### src/rtl/input_ctrl_pkg.sv
// Shared definitions for the input-control path.
//   - Per-channel key FSM state encoding.
//   - Synchronizer depth.
//   - Helper that sizes the repeat counter.
package input_ctrl_pkg;

  localparam int unsigned SYNC_STAGES = 2;

  typedef logic [1:0] chan_state_t;

  localparam chan_state_t IDLE = 2'd0;
  localparam chan_state_t HOLD = 2'd1;
  localparam chan_state_t RPT  = 2'd2;

  // Width able to hold max(a, b) without wrapping.
  function automatic int unsigned cnt_width(int unsigned a, int unsigned b);
    int unsigned m;
    m = (a > b) ? a : b;
    return $clog2(m + 1);
  endfunction

endpackage

### src/rtl/btn_debounce_rpt_if.sv
// Button bundle between the input pins / frequency divider and the debouncer.
//   tick_clk    : slow square wave from the divider (treated as data)
//   btn_raw     : raw bouncy buttons, active-high
//   btn_level   : debounced level
//   btn_press   : one-cycle pulse on debounced 0->1
//   btn_release : one-cycle pulse on debounced 1->0
//   btn_repeat  : one-cycle auto-repeat pulse while held
// master drives tick_clk/btn_raw and consumes the events; slave is the debouncer.
interface btn_debounce_rpt_if #(
  parameter int unsigned NBTN = 4
) ();

  logic            tick_clk;
  logic [NBTN-1:0] btn_raw;
  logic [NBTN-1:0] btn_level;
  logic [NBTN-1:0] btn_press;
  logic [NBTN-1:0] btn_release;
  logic [NBTN-1:0] btn_repeat;

  modport master (
    output tick_clk,
    output btn_raw,
    input  btn_level,
    input  btn_press,
    input  btn_release,
    input  btn_repeat
  );

  modport slave (
    input  tick_clk,
    input  btn_raw,
    output btn_level,
    output btn_press,
    output btn_release,
    output btn_repeat
  );

endinterface

### src/rtl/btn_chan.sv
// One debounce / key-event channel.
// Ports:
//   clk, reset : system clock, synchronous active-high reset
//   tick_i     : one-clk sample strobe
//   raw_i      : raw asynchronous button
//   level_o    : debounced level
//   press_o    : pulse on debounced 0->1
//   release_o  : pulse on debounced 1->0
//   repeat_o   : auto-repeat pulse while held
module btn_chan
  import input_ctrl_pkg::*;
#(
  parameter int unsigned NSAMP       = 4,
  parameter int unsigned REPEAT_DLY  = 50,
  parameter int unsigned REPEAT_RATE = 10
) (
  input  logic clk,
  input  logic reset,
  input  logic tick_i,
  input  logic raw_i,
  output logic level_o,
  output logic press_o,
  output logic release_o,
  output logic repeat_o
);

  localparam int unsigned CntW = cnt_width(REPEAT_DLY, REPEAT_RATE);

  logic [SYNC_STAGES-1:0] sync_q;
  logic [NSAMP-1:0]       shreg_q, shreg_d;
  logic                   eval_q;
  logic                   level_q, level_d;
  chan_state_t            state_q, state_d;
  logic [CntW-1:0]        rcnt_q, rcnt_d;
  logic                   press_q, press_d;
  logic                   release_q, release_d;
  logic                   repeat_q, repeat_d;

  logic all_ones, all_zeros;

  assign all_ones  = &shreg_q;
  assign all_zeros = ~|shreg_q;

  always_comb begin
    shreg_d   = shreg_q;
    level_d   = level_q;
    state_d   = state_q;
    rcnt_d    = rcnt_q;
    press_d   = 1'b0;
    release_d = 1'b0;
    repeat_d  = 1'b0;

    if (tick_i) begin
      shreg_d = {shreg_q[NSAMP-2:0], sync_q[SYNC_STAGES-1]};
    end

    // Level and repeat decisions share the cycle after the shift, so a release
    // landing on a due repeat is resolved here in favour of the release.
    if (eval_q) begin
      if (all_ones && !level_q) begin
        level_d = 1'b1;
        press_d = 1'b1;
        state_d = HOLD;
        rcnt_d  = CntW'(REPEAT_DLY);
      end else if (all_zeros && level_q) begin
        level_d   = 1'b0;
        release_d = 1'b1;
        state_d   = IDLE;
        rcnt_d    = '0;
      end else if (state_q != IDLE) begin
        if (rcnt_q == CntW'(1)) begin
          repeat_d = 1'b1;
          state_d  = RPT;
          rcnt_d   = CntW'(REPEAT_RATE);
        end else if (rcnt_q != '0) begin
          rcnt_d = rcnt_q - CntW'(1);
        end
      end
    end
  end

  always_ff @(posedge clk) begin
    if (reset) begin
      sync_q    <= '0;
      shreg_q   <= '0;
      eval_q    <= 1'b0;
      level_q   <= 1'b0;
      state_q   <= IDLE;
      rcnt_q    <= '0;
      press_q   <= 1'b0;
      release_q <= 1'b0;
      repeat_q  <= 1'b0;
    end else begin
      sync_q    <= {sync_q[SYNC_STAGES-2:0], raw_i};
      shreg_q   <= shreg_d;
      eval_q    <= tick_i;
      level_q   <= level_d;
      state_q   <= state_d;
      rcnt_q    <= rcnt_d;
      press_q   <= press_d;
      release_q <= release_d;
      repeat_q  <= repeat_d;
    end
  end

  assign level_o   = level_q;
  assign press_o   = press_q;
  assign release_o = release_q;
  assign repeat_o  = repeat_q;

endmodule

### src/rtl/btn_debounce_rpt.sv
// Multi-button debouncer and key-event generator.
// Turns the divider square wave into a one-clk sample strobe and runs NBTN
// independent debounce / auto-repeat channels on it.
// Ports:
//   clk   : system clock
//   reset : synchronous active-high reset
//   bus   : btn_debounce_rpt_if slave (tick_clk, btn_raw in; level and
//           press/release/repeat pulses out, all registered)
module btn_debounce_rpt
  import input_ctrl_pkg::*;
#(
  parameter int unsigned NBTN        = 4,
  parameter int unsigned NSAMP       = 4,
  parameter int unsigned REPEAT_DLY  = 50,
  parameter int unsigned REPEAT_RATE = 10
) (
  input logic                clk,
  input logic                reset,
  btn_debounce_rpt_if.slave  bus
);

  // Synchronizer plus one extra stage for edge detection. Reset to ones so a
  // tick_clk already high at reset release does not look like a rising edge.
  logic [SYNC_STAGES:0] tsync_q;
  logic                 tick;

  always_ff @(posedge clk) begin
    if (reset) begin
      tsync_q <= '1;
    end else begin
      tsync_q <= {tsync_q[SYNC_STAGES-1:0], bus.tick_clk};
    end
  end

  assign tick = tsync_q[SYNC_STAGES-1] & ~tsync_q[SYNC_STAGES];

  for (genvar i = 0; i < NBTN; i++) begin : g_chan
    btn_chan #(
      .NSAMP      (NSAMP),
      .REPEAT_DLY (REPEAT_DLY),
      .REPEAT_RATE(REPEAT_RATE)
    ) u_chan (
      .clk      (clk),
      .reset    (reset),
      .tick_i   (tick),
      .raw_i    (bus.btn_raw[i]),
      .level_o  (bus.btn_level[i]),
      .press_o  (bus.btn_press[i]),
      .release_o(bus.btn_release[i]),
      .repeat_o (bus.btn_repeat[i])
    );
  end

endmodule

### src/flat_wrapper.sv
// flat-port wrapper written by rule: the top's interface ports become plain ports
module btn_debounce_rpt_flat import input_ctrl_pkg::*;
#(
  parameter int unsigned NBTN        = 4,
  parameter int unsigned NSAMP       = 4,
  parameter int unsigned REPEAT_DLY  = 50,
  parameter int unsigned REPEAT_RATE = 10
)
  (clk, reset, bus_tick_clk, bus_btn_raw, bus_btn_level, bus_btn_press, bus_btn_release, bus_btn_repeat);
  btn_debounce_rpt_if #(.NBTN(NBTN)) bus_i ();
  input logic clk;
  input logic reset;
  input wire logic [$bits(bus_i.tick_clk)-1:0] bus_tick_clk;
  input wire logic [$bits(bus_i.btn_raw)-1:0] bus_btn_raw;
  output wire logic [$bits(bus_i.btn_level)-1:0] bus_btn_level;
  output wire logic [$bits(bus_i.btn_press)-1:0] bus_btn_press;
  output wire logic [$bits(bus_i.btn_release)-1:0] bus_btn_release;
  output wire logic [$bits(bus_i.btn_repeat)-1:0] bus_btn_repeat;
  assign bus_i.tick_clk = bus_tick_clk;
  assign bus_i.btn_raw = bus_btn_raw;
  assign bus_btn_level = bus_i.btn_level;
  assign bus_btn_press = bus_i.btn_press;
  assign bus_btn_release = bus_i.btn_release;
  assign bus_btn_repeat = bus_i.btn_repeat;
  btn_debounce_rpt #(.NBTN(NBTN), .NSAMP(NSAMP), .REPEAT_DLY(REPEAT_DLY), .REPEAT_RATE(REPEAT_RATE)) u_core (.clk(clk), .reset(reset), .bus(bus_i));
endmodule
### config.mk
export PLATFORM = sky130hd
export DESIGN_NAME = btn_debounce_rpt_flat
export DESIGN_NICKNAME = d
export VERILOG_FILES = /design/src/rtl/input_ctrl_pkg.sv /design/src/rtl/btn_debounce_rpt_if.sv /design/src/rtl/btn_chan.sv /design/src/rtl/btn_debounce_rpt.sv /design/src/flat_wrapper.sv
export SDC_FILE = /design/constraint.sdc
export NUM_CORES = 1
export LEC_CHECK = 0
export CAP_MARGIN = 15
export CORE_MARGIN = 1
export CORE_UTILIZATION = 45
export CTS_CLUSTER_SIZE = 30
export DETAILED_ROUTE_END_ITERATION = 7
export GPL_ROUTABILITY_DRIVEN = 0
export GPL_TIMING_DRIVEN = 0
export HOLD_SLACK_MARGIN = 0.1
export MAX_ROUTING_LAYER = met4
export PLACE_DENSITY = 0.59
export SLEW_MARGIN = 0
export SYNTH_ARGS = -nofsm -noshare
export SYNTH_HDL_FRONTEND = slang
export SYNTH_SLANG_ARGS = --single-unit
### constraint.sdc
create_clock -name clk -period 1.8 [get_ports clk]
set_input_delay 0.27 -clock clk [delete_from_list [all_inputs] [get_ports clk]]
set_output_delay 0.27 -clock clk [all_outputs]
set_load 0.02 [all_outputs]
==> results of run 1 <==
flip-flops by register name, summed over array words and instances, names as in the netlist:
signal,flops
u_core.g_chan.u_chan.release_o,4
u_core.g_chan.u_chan.sync_q,8
u_core.g_chan.u_chan.eval_q,1
u_core.g_chan.u_chan.rcnt_q,24
u_core.g_chan.u_chan.press_o,4
u_core.g_chan.u_chan.level_o,4
u_core.g_chan.u_chan.repeat_o,4
u_core.g_chan.u_chan.shreg_q,16
u_core.g_chan.u_chan.state_q,8
u_core.tsync_q,3
report_power, final:
group,internal [W],switching (W)
sequential,0.00169,0.00000415
combinational,0.0000306,0.0000487
clock,0.000566,0.000584
total,0.00229,0.000636
area by class of cell:
type / count / area, um2 / share of cell area [%]
buffer: 35 / 246 / 5.93
clock buffer: 13 / 159 / 3.82
clock inverter: 2 / 10.0 / 0.241
inverter: 10 / 37.5 / 0.903
multi-input combinational: 288 / 1830 / 44.1
sequential: 76 / 1530 / 36.7
tap: 102 / 128 / 3.07
timing repair buffer: 22 / 220 / 5.29
worst paths after layout:
kind / from / endpoint / slack [ns] / cells past startpoint
worst max-delay path: u_core.g_chan[2].u_chan.level_o / bus_btn_level[2] / 0.08 / 2
worst min register to register: u_core.tsync_q[0] / u_core.tsync_q[1] / 0.42 / 1
worst min-delay path: u_core.tsync_q[0] / u_core.tsync_q[1] / 0.42 / 1
worst max register to register: u_core.g_chan[0].u_chan.rcnt_q[1] / u_core.g_chan[0].u_chan.rcnt_q[1] / 0.12 / 7
through the flow:
stage	util, %	worst slack [ns]	std cells	hold slack [ns]
final	53.8	0.0762	548	0.416
after global placement	51.2	-0.219	533	0.408
after detailed placement	51.2	-0.220	533	0.409
after floorplan	-	0.241	409	0.374
after CTS	53.4	0.00316	548	0.418
after global routing	53.8	-0.00601	548	0.438
cell usage in the layout, fill, tap and decap left out, drive strengths merged, types with 10 or more instances in the layout:
cell	instances
dfxtp	76
nand2	58
a21oi	43
nor2	33
clkbuf	27
clkdlybuf4s50	22
buf	21
o21ai	17
nor2b	14
nor3	13
inv	10
nor4	10
logic make-up (layout without fill, tap and decap cells):
logic type | count (synthesis) | count (layout) | synth area share, %
mux | 2 | 2 | 0.624
simple gates | 169 | 169 | 25.4
compound gates | 105 | 105 | 20.2
buf+inv | 45 | 82 | 7.87
xor+xnor | 4 | 4 | 0.971
fa+ha+maj | 8 | 8 | 2.77
flops | 76 | 76 | 42.2
critical path: stages, from the launching register on:
cell and delay, ns:
dfxtp_1 0.40, buf_4 0.13, clkdlybuf4s50_1 0.59
layer usage:
| metal | share of wire, % | up-vias | wire [um] |
|---|---|---|---|
| met4 | 1.9 | 0 | 148 |
| met3 | 5.2 | 12 | 405 |
| met2 | 46 | 67 | 3550 |
| met5 | 0 | - | 0 |
| li1 | - | 1510 | - |
| met1 | 47 | 1425 | 3620 |
repair_timing:
| action | 4_1_cts | 5_1_grt |
|---|---|---|
| gates resized for setup | 1 | 11 |
| pin swaps | 0 | 6 |
| buffers inserted | 0 | 0 |
| endpoints found under the setup margin | 1 | 9 |
| hold buffers | 0 | 0 |
==> impl_results.md, run 1 <==
* TNS Setup at 0 ns
* First-pass GRT wire length at 13,300 um
* Busiest grt layer: met2
* Buffers on Ports at 22
* Yosys Warn Count at 0
* Initial antenna violation count at 0
* Initial DRC Count at 111
* Vias in the first global route at 2,846
* # Max-Cap Violations at 0
* Area grow syn2layout at 15.3%
* CP Capture Type: output pin
* Critical Path Fanout Max at 4
* Final WL at 7720 um
* H-tree depth at 3
* Met2 Use GR at 32.0%
* Total gr overflow at 0
* GRT Total Usage at 20.6%
* Number of synthesized register bits at 76
* Vias post-DR at 3,014
* Fin area at 4160 um2
* Largest net degree at the start of global routing at 12
* Register area share after synthesis at 42.2%
* Setup CP Type: reg2out
* DRT antenna net count at 0
* Nets@finish at 457
* Main area contributors after synthesis: dfxtp_1 42%, nand2_1 6.0%, a21oi_1 6.0%
* Cell Rows at 32
* Max frequency at 580 MHz
* Routed len/inst at 14.1 um
* Chip Height at 91.5 um
* TritonCTS Buffers at 9
* Max-slew violation count at 0
* Worst Tran Pin Value at 0.661 ns
* Netlist Area Pre-Place at 3610 um2
* Clk sinks at 76
* Bufs on Longest Clock Path at 2
* Global routing usage on met3 at 4.61%
* First-pass DRT Iterations at 4
* Root Driver: clkbuf_8
* DRC Markers at 0
* Core Region at 7730 um2
* Die Area at 8380 um2
* Fill cells at 729
* Starting Density at 46.7%
* Hold Crit Class: reg2reg
* Count of cell types in the netlist at 62
* Setup crit start kind: flip-flop
* Insertion delay to the later sink of the worst-skew pair at 0.35 ns
* DP HPWL at 5370 um
* Crit path time final at 1.72 ns
* Hold Fails Final Rpt at 0
* Post-synth EDFFs at 0
* Cell count after synthesis at 409
* Synth top area share at 42.2%
* Final setup viols at 0
* Total Power at 0.00292 W
* Most common cell in the netlist: dfxtp_1
* Final period util at 95.8%
* Vias/cell at 5.50
* Layout Skew at 0.0106 ns
* CP required at 1.53 ns
* Cell leakage power at 1.45 nW
* DP Area at 3960 um2
* FFs w/ async S/R, synth at 0%
* Met1 usage at 25.4%
* Io pins at 23
* Result of the run: completed
* Syn Area/Cell at 8.82 um2
* Dominant cell type by area after synthesis: dfxtp_1
* Worst EP arrival at 1.45 ns
* Die X at 91.5 um
* Proportion of layout cells with a drive suffix above 1 at 16.1%
* Max IR drop VDD at 0.379 mV
* PwrDens at 703 nW/um2
* Synth cell count leaders: 76 x dfxtp_1, 58 x nand2_1, 43 x a21oi_1, 32 x nor2_1, 16 x buf_4
* Ant diodes at 0
* Max-slew headroom at 55.9%
* Syn_nets at 424
* Reg clk slew, reported paths at 0.08 ns
* CTS tree: yes
* Main flop type after synthesis: dfxtp_1
(Power assumes the default switching activity.)
==> run 2: changes to the inputs <==
Settings changed: CORE_ASPECT_RATIO set to 0.75.
==> impl_results.md, run 2 (same netlist as run 1, synthesis figures left out) <==
* Initial antenna violation count at 0 (unchanged)
* Die Area at 8380 um2 (about the same)
* Buffers on Ports at 22 (unchanged)
* DP HPWL at 5460 um (+1.6%)
* # Max-Cap Violations at 0 (unchanged)
* Most common cell after layout, fill and taps aside: dfxtp_1
* Ant diodes at 0 (unchanged)
* GRT Total Usage at 20.7% (+0.15 points)
* Max-slew headroom at 53.7% (-2.3 points)
* Nets@finish at 462 (+1.1%)
* Worst EP arrival at 1.50 ns (+0.05 ns)
* Max frequency at 566 MHz (-2.4%)
* Comb pwr share at 2.5% (-0.2 points)
* Final WL at 8090 um (+4.8%)
* Reg clk slew, reported paths at 0.08 ns (about the same)
* Proportion of layout cells with a drive suffix above 1 at 18.2% (+2.0 points)
* Largest net degree at the start of global routing at 13 (+1)
* Cell leakage power at 1.49 nW (+3.0%)
* Final period util at 98.1% (+2.3 points)
* Most frequent cells in the layout: 72 x dfxtp_1, 58 x nand2_1, 43 x a21oi_1
* Bufs on Longest Clock Path at 2 (unchanged)
* Setup CP Type: reg2out
* CTS tree: yes
* Core Util, Final at 56.5% (+2.7 points)
* Worst hold margin at 0.422 ns (+0.00515 ns)
* Chip Height at 79.5 um (-13%)
* Cell Rows at 27 (-16%)
* CP Capture Type: output pin
* DRC Markers at 0 (unchanged)
* First-pass DRT Iterations at 4 (unchanged)
* Fill cells at 704 (-3.4%)
* Post-Route M1 WL at 4090 um (+13%)
* WL met3 at 311 um (-23%)
* Hold Crit Class: reg2reg
* Core Region at 7530 um2 (-2.5%)
* Met2 Wirelength at 3590 um (+1.3%)
* Largest Register: u_core.g_chan.u_chan.rcnt_q
* Hold Fails Final Rpt at 0 (unchanged)
* Result of the run: completed
* Pre-CTS setup slack at -0.201 ns (+0.0190 ns)
* Routed len/inst at 14.7 um (+4.1%)
* Sw frac at 20.9% (-0.84 points)
* PwrDens at 763 nW/um2 (+8.5%)
* Worst Tran Pin Value at 0.695 ns (+0.0340 ns)
* Sw power at 0.000679 W (+6.8%)
* TritonCTS Buffers at 9 (unchanged)
* Area grow syn2layout at 18.0%
* Final setup viols at 0 (unchanged)
* H-tree depth at 3 (unchanged)
* CP required at 1.53 ns (about the same)
* Starting Density at 47.9% (+1.2 points)
* Die X at 105 um (+15%)
* Critical Path Fanout Max at 4 (unchanged)
* Top Layer Used: met4
* Vias in the first global route at 2,623 (-7.8%)
* Layout Skew at 0.0119 ns (+0.00128 ns)
* First-pass GRT wire length at 13,100 um (-1.3%)
* Critical path's top delay family: buffers and inverters
* CP Buf/Inv Count at 2 (unchanged)
* Clock network fraction of design power at 45.3% (+6.0 points)
* Vias post-DR at 3,012 (-0.066%)
* DRT antenna net count at 0 (unchanged)
* Root Driver: clkbuf_8
* Top flop regs: u_core.g_chan.u_chan.rcnt_q x24, u_core.g_chan.u_chan.shreg_q x16
* Max IR drop VDD at 0.353 mV (-6.7%)
* Final worst setup slack at 0.0340 ns (-0.0421 ns)
* Max-slew violation count at 0 (unchanged)
* Largest register FFs at 24 (unchanged)
* Slowest Stage Delay on Critical Path at 0.58 ns (about the same)
* Insertion delay to the later sink of the worst-skew pair at 0.35 ns (about the same)
* Total gr overflow at 0 (unchanged)
* Setup crit start kind: flip-flop
* Vias/cell at 5.46 (-0.79%)
* Crit-path cells: buf_4, clkdlybuf4s50_1
* Internal at 0.00257 W (+12%)
* Crit path time final at 1.77 ns (+0.0421 ns)
* Worst path slowest cell: clkdlybuf4s50_1
* Clk sinks at 76 (unchanged)
* Sequential cell fraction of total power at 52.2% (-5.8 points)
* Initial DRC Count at 148 (+33%)
* Io pins at 23 (unchanged)
* CTS Hold Bufs at 0 (unchanged)
run 2: routing by layer:
| metal | track usage (%) | vias to the layer above |
|---|---|---|
| met5 | - | - |
| met2 | 30.5 | 50 |
| met1 | 27.9 | 1442 |
| met4 | 6.90 | 0 |
| met3 | 4.90 | 8 |
| li1 | - | 1512 |
run 2: timing repair:
item,in CTS,in global routing
buffers inserted,0,5
gates resized for setup,1,13
pin swaps,0,5
cloned,0,0
endpoints found under the setup margin,1,10
run 2: layout make-up:
| cell class | instances | area (um2) | area share [%] |
|---|---|---|---|
| plain buffers | 35 | 249 | 5.85 |
| clock buffers | 11 | 151 | 3.56 |
| clock inverters | 4 | 72.6 | 1.70 |
| inverters | 10 | 37.5 | 0.882 |
| multi-input cells | 288 | 1840 | 43.1 |
| flip-flops and latches | 76 | 1530 | 35.9 |
| well taps | 101 | 126 | 2.97 |
| repair buffers | 27 | 258 | 6.05 |
run 2: path summary, 6_finish.rpt:
path / slack (ns) / to / from / cells past startpoint
max: 0.03 / bus_btn_level[3] / u_core.g_chan[3].u_chan.level_o / 2
min: 0.42 / u_core.tsync_q[1] / u_core.tsync_q[0] / 1
max reg2reg: 0.07 / u_core.g_chan[2].u_chan.rcnt_q[0] / u_core.g_chan[2].u_chan.rcnt_q[1] / 8
min reg2reg: 0.42 / u_core.tsync_q[1] / u_core.tsync_q[0] / 1
run 2: power groups by stage:
stage	Combinational (W)	Sequential, W	Clock (W)
floorplan	0.0000446	0.00173	0
global placement	0.0000819	0.00174	0
detailed placement	0.0000824	0.00174	0
CTS	0.0000822	0.00170	0.00151
global route	0.0000888	0.00170	0.00158
finish	0.0000811	0.00170	0.00147
run 2: metrics by stage:
| stage | instance area [um2] | setup TNS (ns) | instances | power [W] |
|---|---|---|---|---|
| after floorplan | 3610 | 0 | 409 | 0.00178 |
| after global placement | 3950 | -2.48 | 532 | 0.00182 |
| after detailed placement | 3950 | -2.24 | 532 | 0.00182 |
| after CTS | 4180 | 0 | 547 | 0.00328 |
| after global routing | 4260 | -0.0104 | 552 | 0.00336 |
| final | 4260 | 0 | 552 | 0.00325 |
